<file path="src/rtl/t07_memory_handler_if.sv">
// Data-bus bundle between the memory handler (master) and the memory/bus fabric (slave).
interface t07_memory_handler_if;
  logic        busRead;
  logic        busWrite;
  logic [31:0] busAddr;
  logic [31:0] busDataOut;
  logic [3:0]  busSel;
  logic        busAck;
  logic [31:0] busDataIn;

  modport master (
    output busRead, busWrite, busAddr, busDataOut, busSel,
    input  busAck, busDataIn
  );

  modport slave (
    input  busRead, busWrite, busAddr, busDataOut, busSel,
    output busAck, busDataIn
  );
endinterface

</file>
<file path="src/rtl/t07_memory_handler.sv">
// Load/store responder: runs one data-bus transaction per memRead/memWrite, formats
// byte/half/word lanes, and freezes the core until ack, timeout or misalignment.
module t07_memory_handler #(
  parameter int TIMEOUT = 255
) (
  input  logic                         clk,
  input  logic                         nrst,
  input  logic                         memRead,
  input  logic                         memWrite,
  input  logic [2:0]                   funct3,
  input  logic [31:0]                  addr,
  input  logic [31:0]                  storeData,
  t07_memory_handler_if.master         bus,
  output logic [31:0]                  loadData,
  output logic                         freeze,
  output logic                         misaligned,
  output logic                         busErr
);

  localparam int CW = $clog2(TIMEOUT + 1);

  typedef enum logic [1:0] {IDLE, BUSY, DONE} state_t;

  state_t         state;
  logic [CW-1:0]  count;
  logic [2:0]     f3Q;
  logic [1:0]     offQ;
  logic           isWrite;

  logic           reqMis;
  logic [3:0]     reqSel;
  logic [31:0]    reqData;
  logic [7:0]     byteLane;
  logic [15:0]    halfLane;
  logic [31:0]    fmtLoad;

  // funct3[1:0] picks the size; 011/110/111 fall through to word
  always_comb begin
    reqMis  = 1'b0;
    reqSel  = 4'b1111;
    reqData = storeData;
    if (funct3[1:0] == 2'b00) begin
      reqSel  = 4'b0001 << addr[1:0];
      reqData = {4{storeData[7:0]}};
    end else if (funct3[1:0] == 2'b01) begin
      reqSel  = 4'b0011 << {addr[1], 1'b0};
      reqData = {2{storeData[15:0]}};
      reqMis  = addr[0];
    end else begin
      reqMis  = (addr[1:0] != 2'b00);
    end
  end

  // funct3[2] set means unsigned for the byte/half sizes
  always_comb begin
    byteLane = bus.busDataIn[{offQ, 3'b000} +: 8];
    halfLane = offQ[1] ? bus.busDataIn[31:16] : bus.busDataIn[15:0];
    fmtLoad  = bus.busDataIn;
    if (f3Q[1:0] == 2'b00)
      fmtLoad = {{24{~f3Q[2] & byteLane[7]}}, byteLane};
    else if (f3Q[1:0] == 2'b01)
      fmtLoad = {{16{~f3Q[2] & halfLane[15]}}, halfLane};
  end

  assign freeze = nrst & (((state == IDLE) & (memRead | memWrite)) | (state == BUSY));

  always_ff @(posedge clk or negedge nrst) begin
    if (!nrst) begin
      state          <= IDLE;
      count          <= '0;
      f3Q            <= 3'b000;
      offQ           <= 2'b00;
      isWrite        <= 1'b0;
      bus.busRead    <= 1'b0;
      bus.busWrite   <= 1'b0;
      bus.busAddr    <= 32'h0;
      bus.busDataOut <= 32'h0;
      bus.busSel     <= 4'b0000;
      loadData       <= 32'h0;
      misaligned     <= 1'b0;
      busErr         <= 1'b0;
    end else begin
      misaligned <= 1'b0;
      busErr     <= 1'b0;
      case (state)
        IDLE: begin
          if (memWrite || memRead) begin
            isWrite <= memWrite;
            f3Q     <= funct3;
            offQ    <= addr[1:0];
            count   <= '0;
            if (reqMis) begin
              misaligned <= 1'b1;
              state      <= DONE;
            end else begin
              bus.busRead    <= ~memWrite;
              bus.busWrite   <= memWrite;
              bus.busAddr    <= {addr[31:2], 2'b00};
              bus.busSel     <= reqSel;
              bus.busDataOut <= reqData;
              state          <= BUSY;
            end
          end
        end
        BUSY: begin
          if (bus.busAck) begin
            bus.busRead  <= 1'b0;
            bus.busWrite <= 1'b0;
            if (!isWrite)
              loadData <= fmtLoad;
            state <= DONE;
          end else if (count == CW'(TIMEOUT - 1)) begin
            bus.busRead  <= 1'b0;
            bus.busWrite <= 1'b0;
            busErr       <= 1'b1;
            if (!isWrite)
              loadData <= 32'h0;
            state <= DONE;
          end else begin
            count <= count + 1'b1;
          end
        end
        DONE: begin
          count <= '0;
          state <= IDLE;
        end
        default: state <= IDLE;
      endcase
    end
  end

endmodule

</file>
<file path="src/flat_wrapper.sv">
// flat-port wrapper written by rule: the top's interface ports become plain ports
module t07_memory_handler_flat 
#(
  parameter int TIMEOUT = 255
)
  (clk, nrst, memRead, memWrite, funct3, addr, storeData, loadData, freeze, misaligned, busErr, bus_busRead, bus_busWrite, bus_busAddr, bus_busDataOut, bus_busSel, bus_busAck, bus_busDataIn);
  t07_memory_handler_if bus_i ();
  input  logic clk;
  input  logic nrst;
  input  logic memRead;
  input  logic memWrite;
  input  logic [2:0] funct3;
  input  logic [31:0] addr;
  input  logic [31:0] storeData;
  output logic [31:0] loadData;
  output logic freeze;
  output logic misaligned;
  output logic busErr;
  output wire logic [$bits(bus_i.busRead)-1:0] bus_busRead;
  output wire logic [$bits(bus_i.busWrite)-1:0] bus_busWrite;
  output wire logic [$bits(bus_i.busAddr)-1:0] bus_busAddr;
  output wire logic [$bits(bus_i.busDataOut)-1:0] bus_busDataOut;
  output wire logic [$bits(bus_i.busSel)-1:0] bus_busSel;
  input wire logic [$bits(bus_i.busAck)-1:0] bus_busAck;
  input wire logic [$bits(bus_i.busDataIn)-1:0] bus_busDataIn;
  assign bus_busRead = bus_i.busRead;
  assign bus_busWrite = bus_i.busWrite;
  assign bus_busAddr = bus_i.busAddr;
  assign bus_busDataOut = bus_i.busDataOut;
  assign bus_busSel = bus_i.busSel;
  assign bus_i.busAck = bus_busAck;
  assign bus_i.busDataIn = bus_busDataIn;
  t07_memory_handler #(.TIMEOUT(TIMEOUT)) u_core (.clk(clk), .nrst(nrst), .memRead(memRead), .memWrite(memWrite), .funct3(funct3), .addr(addr), .storeData(storeData), .bus(bus_i), .loadData(loadData), .freeze(freeze), .misaligned(misaligned), .busErr(busErr));
endmodule
</file>
<file path="config.mk">
export PLATFORM = sky130hd
export DESIGN_NAME = t07_memory_handler_flat
export DESIGN_NICKNAME = d
export VERILOG_FILES = /design/src/rtl/t07_memory_handler_if.sv /design/src/rtl/t07_memory_handler.sv /design/src/flat_wrapper.sv
export SDC_FILE = /design/constraint.sdc
export NUM_CORES = 1
export LEC_CHECK = 0
export ABC_AREA = 0
export CORE_MARGIN = 3
export CORE_UTILIZATION = 40
export DETAILED_ROUTE_END_ITERATION = 16
export DONT_BUFFER_PORTS = 1
export PLACE_DENSITY = 0.61
export SLEW_MARGIN = 20
export SYNTH_ARGS = -nofsm -noshare
export SYNTH_HDL_FRONTEND = slang
export SYNTH_SLANG_ARGS = --single-unit
</file>
<file path="constraint.sdc">
create_clock -name clk -period 2.1 [get_ports clk]
set_clock_uncertainty 0.1 [all_clocks]
set_input_delay 0.21 -clock clk [delete_from_list [all_inputs] [get_ports clk]]
set_output_delay 0.21 -clock clk [all_outputs]
set_load 0.05 [all_outputs]
</file>
# Yosys cells after proc, flatten, opt, wreduce, memory -nomap -nowiden
# Cells that the tools add are included.
# word_totals
reg_bits	118
word_cells	87
# op_classes
addsub	1
n_eq_ne	10
shifts	3
n_mux	36
n_bitwise	10
n_reduce_logical	14
# ops
cell	n
$mux W32	8
$shiftx A32 B6 Y8	1
$mux W8	3
$pmux W8 S3	1
$mux W16	1
$mux W1	14
$add A8 B1 Y8 const B	1
$eq A8 B8 Y1 const B	1
$mux W2	4
$mux W4	2
$ne A2 B2 Y1 const B	4
$reduce_and A4 Y1	2
$eq A2 B1 Y1 const B	3
$logic_not A2 Y1	3
$reduce_and A3 Y1	2
$reduce_bool A2 Y1	3
$and A1 B1 Y1	4
$not A1 Y1	4
$pmux W1 S2	2
$pmux W2 S2	1
$reduce_and A2 Y1	2
$shl A1 B2 Y4 const A	1
$shl A2 B2 Y4 const A	1
$ne A3 B3 Y1 const B	1
4 further kinds	5

# Longest topological paths before layout
# depth
word_depth	6
mapped_depth	7
mapped_depth_nobuf	6

# Worst setup path before layout
# OpenSTA, ideal clock, no wires.
# synth_path
kind	reg2out
start	register u_core.state[1]
end	output port freeze
t_arrival_ns	1.652
t_required_ns	1.790
path_slack_ns	0.138
stages_incl_launch_ff	3
n_path_buf	1
cell_sequence	dfrtp_1 -> buf_6 -> nor3b_1
# synth_via
elab_chain_cells	4
# synth_rtl
element	line_no	rtl
start: declaration	t07_memory_handler.sv:24	state_t state;
start signal: assignment	t07_memory_handler.sv:69	state <= IDLE;
start signal: assignment	t07_memory_handler.sv:94	state <= DONE;
start signal: assignment	t07_memory_handler.sv:101	state <= BUSY;
$logic_not A2 Y1	t07_memory_handler.sv:65	assign freeze = nrst & (((state == IDLE) & (memRead | memWrite)) | (state == BUSY));
$and A1 B1 Y1	t07_memory_handler.sv:65	
$or A1 B1 Y1 *	t07_memory_handler.sv:65	
$and A1 B1 Y1 *	t07_memory_handler.sv:65	
end: declaration	flat_wrapper.sv:16	output logic freeze;
# Every way passes the cells marked *; elsewhere a longest branch is shown, timed or not.

# Worst setup path after layout
# layout_path
start	register u_core.state[1]
end	register u_core.loadData[31]
# layout_via
elab_chain_cells	2
# layout_rtl
element	line_no	rtl
$eq A2 B1 Y1	t07_memory_handler.sv:85	case (state)
$reduce_and A3 Y1 (no line)	n/a	
end signal: assignment	t07_memory_handler.sv:110	loadData <= fmtLoad;
end: declaration	t07_memory_handler.sv:14	output logic [31:0] loadData,
# Every way passes these cells.
# A chain may end at the register's enable or synchronous reset.

==> flow_summary.json <==
{
  "outcome": "finished with violations",
  "violations": "hold timing",
  "initial_core_util_pct": 41.9,
  "wire_per_inst_um": 20.1,
  "slew_viol_final": 0,
  "cts_tree": "done",
  "clkTransAtPathRegs_ns": 0.05,
  "routed_via_density": 5.60,
  "setup_tns_ns": 0,
  "synth_area_per_cell_um2": 11.2,
  "vias": 4429,
  "die-area_mm2": 0.0157,
  "start_kind": "flop",
  "async_flop_share_pct": 100,
  "cts_resized": 0,
  "io_buffers": 0,
  "synth-edff-count": 0,
  "crit_type": "reg2reg",
  "ioPinCount": 209,
  "fmax_mhz": 538,
  "ys_ff_latch": 118,
  "synth_area_mm2": 0.00568,
  "die_h_um": 125,
  "setup_viol": 0,
  "grt_pass1_wl_um": 25100,
  "yosysWarnings": 0,
  "cts_hold_buf": 102,
  "rows": 42,
  "drive_gt1_share_pct": 11.5,
  "holdWs_ns": -0.603,
  "insertedDiodeCount": 0,
  "grt_pass1_vias": 4536,
  "cpPeakStageDelay_ns": 0.48,
  "totalWireLength_um": 15900,
  "ir_drop_uv": 1110,
  "synth_cell_types": 56,
  "insertion_delay_ns": 0.40,
  "ant_nets": 0,
  "nFillCells": 1125,
  "worst_slew_pin_slew_ns": 0.637,
  "finalNetCount": 708,
  "end_kind": "flop",
  "track_usage_pct": 20.3,
  "syn-instance-count": 505,
  "path_cells": "nand4bb_1 > a31oi_4 > nand4_4 > o2bb2ai_1",
  "ff2ff_path_depth": 4,
  "required_ns": 2.32,
  "cts_max_path_buffers": 2,
  "hpwl_um": 10100,
  "hp-class": "in2async",
  "core_mm2": 0.0136,
  "leakagePower_nw": 3.26,
  "drtIter0Drc": 279,
  "dr.pass1.iters": 4,
  "area_growth_pct": 31.4,
  "post-route-period-util_pct": 88.6,
  "drc_errors": 0,
  "cap_violations": 0,
  "cts_buffers": 17,
  "period_needed_ns": 1.86,
  "yosys-top-cells-area": "dfrtp_1 52%, mux2_1 7.5%, mux2i_1 7.4%",
  "antenna_found_initial": 0,
  "hold_violations": 118,
  "ys.flop_type": "dfrtp_1",
  "root_buffer": "clkbuf_16",
  "fp.dieW_um": 125,
  "ys_seq_area_share_pct": 52.0,
  "relSlewSlack_pct": 57.5,
  "place.gp.congestion": 0.823,
  "grt_overflow": 0,
  "cts.sink_count": 118,
  "yosys.area.top_type_share_pct": 52.0,
  "power.density_mw_per_mm2": 1760,
  "rsz0062_at_grt": "false",
  "ctsHtreeMaxLevel": 4,
  "grt_start_max_net_pins": 120,
  "arrival_ns": 2.08,
  "synth_top_cell_by_area": "dfrtp_1",
  "postCtsSetupBuffers": 0,
  "worstPathMaxFanout": 16,
  "cp_slowest_cell": "dfrtp_1"
}
-- layout make-up --
class / count / area, um^2 / share of cell area (%)
Inverter: 6 / 22.5 / 0.302
Tap cell: 176 / 220 / 2.95
Clock inverter: 12 / 154 / 2.06
Multi-Input combinational cell: 346 / 2530 / 33.9
Clock buffer: 20 / 447 / 5.98
Timing Repair Buffer: 113 / 1140 / 15.3
Sequential cell: 118 / 2950 / 39.6
-- cell families (layout without fill, tap and decap cells) --
group | count (synthesis) | in the layout | share of synthesized area, %
other | 1 | 2 | 0.0660
adder cells (fa/ha/maj) | 2 | 2 | 0.441
flip-flops | 118 | 118 | 52.0
buffers and inverters | 42 | 151 | 3.86
XOR/XNOR | 4 | 4 | 0.617
AND/OR/NAND/NOR | 152 | 152 | 13.4
AO/OA/AOI/OAI | 102 | 102 | 13.9
multiplexers | 84 | 84 | 15.7
-- state kept, by name, summed over array words and instances (netlist names) --
register	flops
u_core.state	2
u_core.offQ	2
u_core.misaligned	1
u_core.loadData	32
u_core.bus.busAddr	30
u_core.f3Q	3
u_core.count	8
u_core.isWrite	1
u_core.busErr	1
u_core.bus.busRead	1
u_core.bus.busDataOut	32
u_core.bus.busWrite	1
u_core.bus.busSel	4
-- per-layer routing --
metal / part of all wire (%) / global-route usage, %
met2: 48 / 32.0
met5: 0 / 0
met3: 9.8 / 8.66
met4: 2.8 / 8.99
met1: 40 / 24.4
-- worst max-delay path: cells and delay by family, from the launching register on --
| family | cells | cell delay (ns) |
|---|---|---|
| AND/OR/NAND/NOR | 2 | 0.66 |
| AO/OA/AOI/OAI | 2 | 0.53 |
| flip-flops | 1 | 0.48 |
-- cell usage after synthesis, types with 2 or more instances --
| library cell | n |
|---|---|
| o2bb2ai_1 | 15 |
| mux2_1 | 38 |
| xor2_1 | 3 |
| mux2i_1 | 42 |
| inv_1 | 6 |
| a21oi_1 | 12 |
| buf_2 | 22 |
| nor2_2 | 3 |
| nand4_1 | 2 |
| nand2_1 | 74 |
| clkbuf_1 | 6 |
| a32o_1 | 8 |
| o211ai_1 | 2 |
| and3_1 | 9 |
| nor3_1 | 3 |
| o22ai_1 | 3 |
| o2bb2ai_2 | 10 |
| a31oi_1 | 8 |
| buf_6 | 2 |
| a22o_1 | 2 |
| nor3b_1 | 2 |
| o21ai_1 | 11 |
| nor2_1 | 17 |
| mux2_2 | 4 |
| dfrtp_1 | 118 |
| nand3_1 | 12 |
| nor2b_1 | 17 |
| buf_4 | 5 |
| o21ai_0 | 21 |
| ha_1 | 2 |
-- through the flow --
stage / setup slack (ns) / instances / utilization (%) / area, um^2 / power (mW)
2_1_floorplan: 0.138 / 506 / - / 5680 / 9.38
3_3_place_gp: 0.362 / 657 / 43.0 / 5830 / 9.95
3_5_place_dp: 0.212 / 657 / 43.0 / 5830 / 10.1
4_1_cts: 0.197 / 791 / 55.0 / 7460 / 13.2
5_1_grt: 0.134 / 791 / 55.0 / 7460 / 13.8
6_report: 0.240 / 791 / 55.0 / 7460 / 13.2
-- report_power, final --
group / switching [mW] / total (mW) / internal, mW
clock: 1.03 / 2.92 / 1.89
combinational: 1.31 / 2.67 / 1.36
sequential: 4.32 / 7.57 / 3.24
total: 6.66 / 13.2 / 6.50
-- worst paths after layout --
check	to	slack (ns)	start
min in group clk	u_core.bus.busDataOut[24]$_DFFE_PN0P_	0.03	storeData[0]
setup reg to reg	u_core.loadData[31]$_DFFE_PN0P_	0.24	u_core.state[1]$_DFFE_PN0P_
max in group asynchronous	u_core.count[3]$_DFFE_PN0P_	2.22	nrst
hold / removal	u_core.loadData[21]$_DFFE_PN0P_	-0.60	nrst
setup / recovery	u_core.loadData[31]$_DFFE_PN0P_	0.24	u_core.state[1]$_DFFE_PN0P_
hold reg to reg	u_core.count[5]$_DFFE_PN0P_	0.42	u_core.count[5]$_DFFE_PN0P_
-- cell usage in the layout (no fill, tap or decap), types with 15 or more instances in the layout --
cell	n
clkbuf_16	17
nor2_1	17
dfrtp_1	118
o21ai_0	21
o2bb2ai_1	15
nor2b_1	17
nand2_1	74
mux2i_1	42
mux2_1	38
dlygate4sd3_1	101
(Power assumes the default switching activity.)
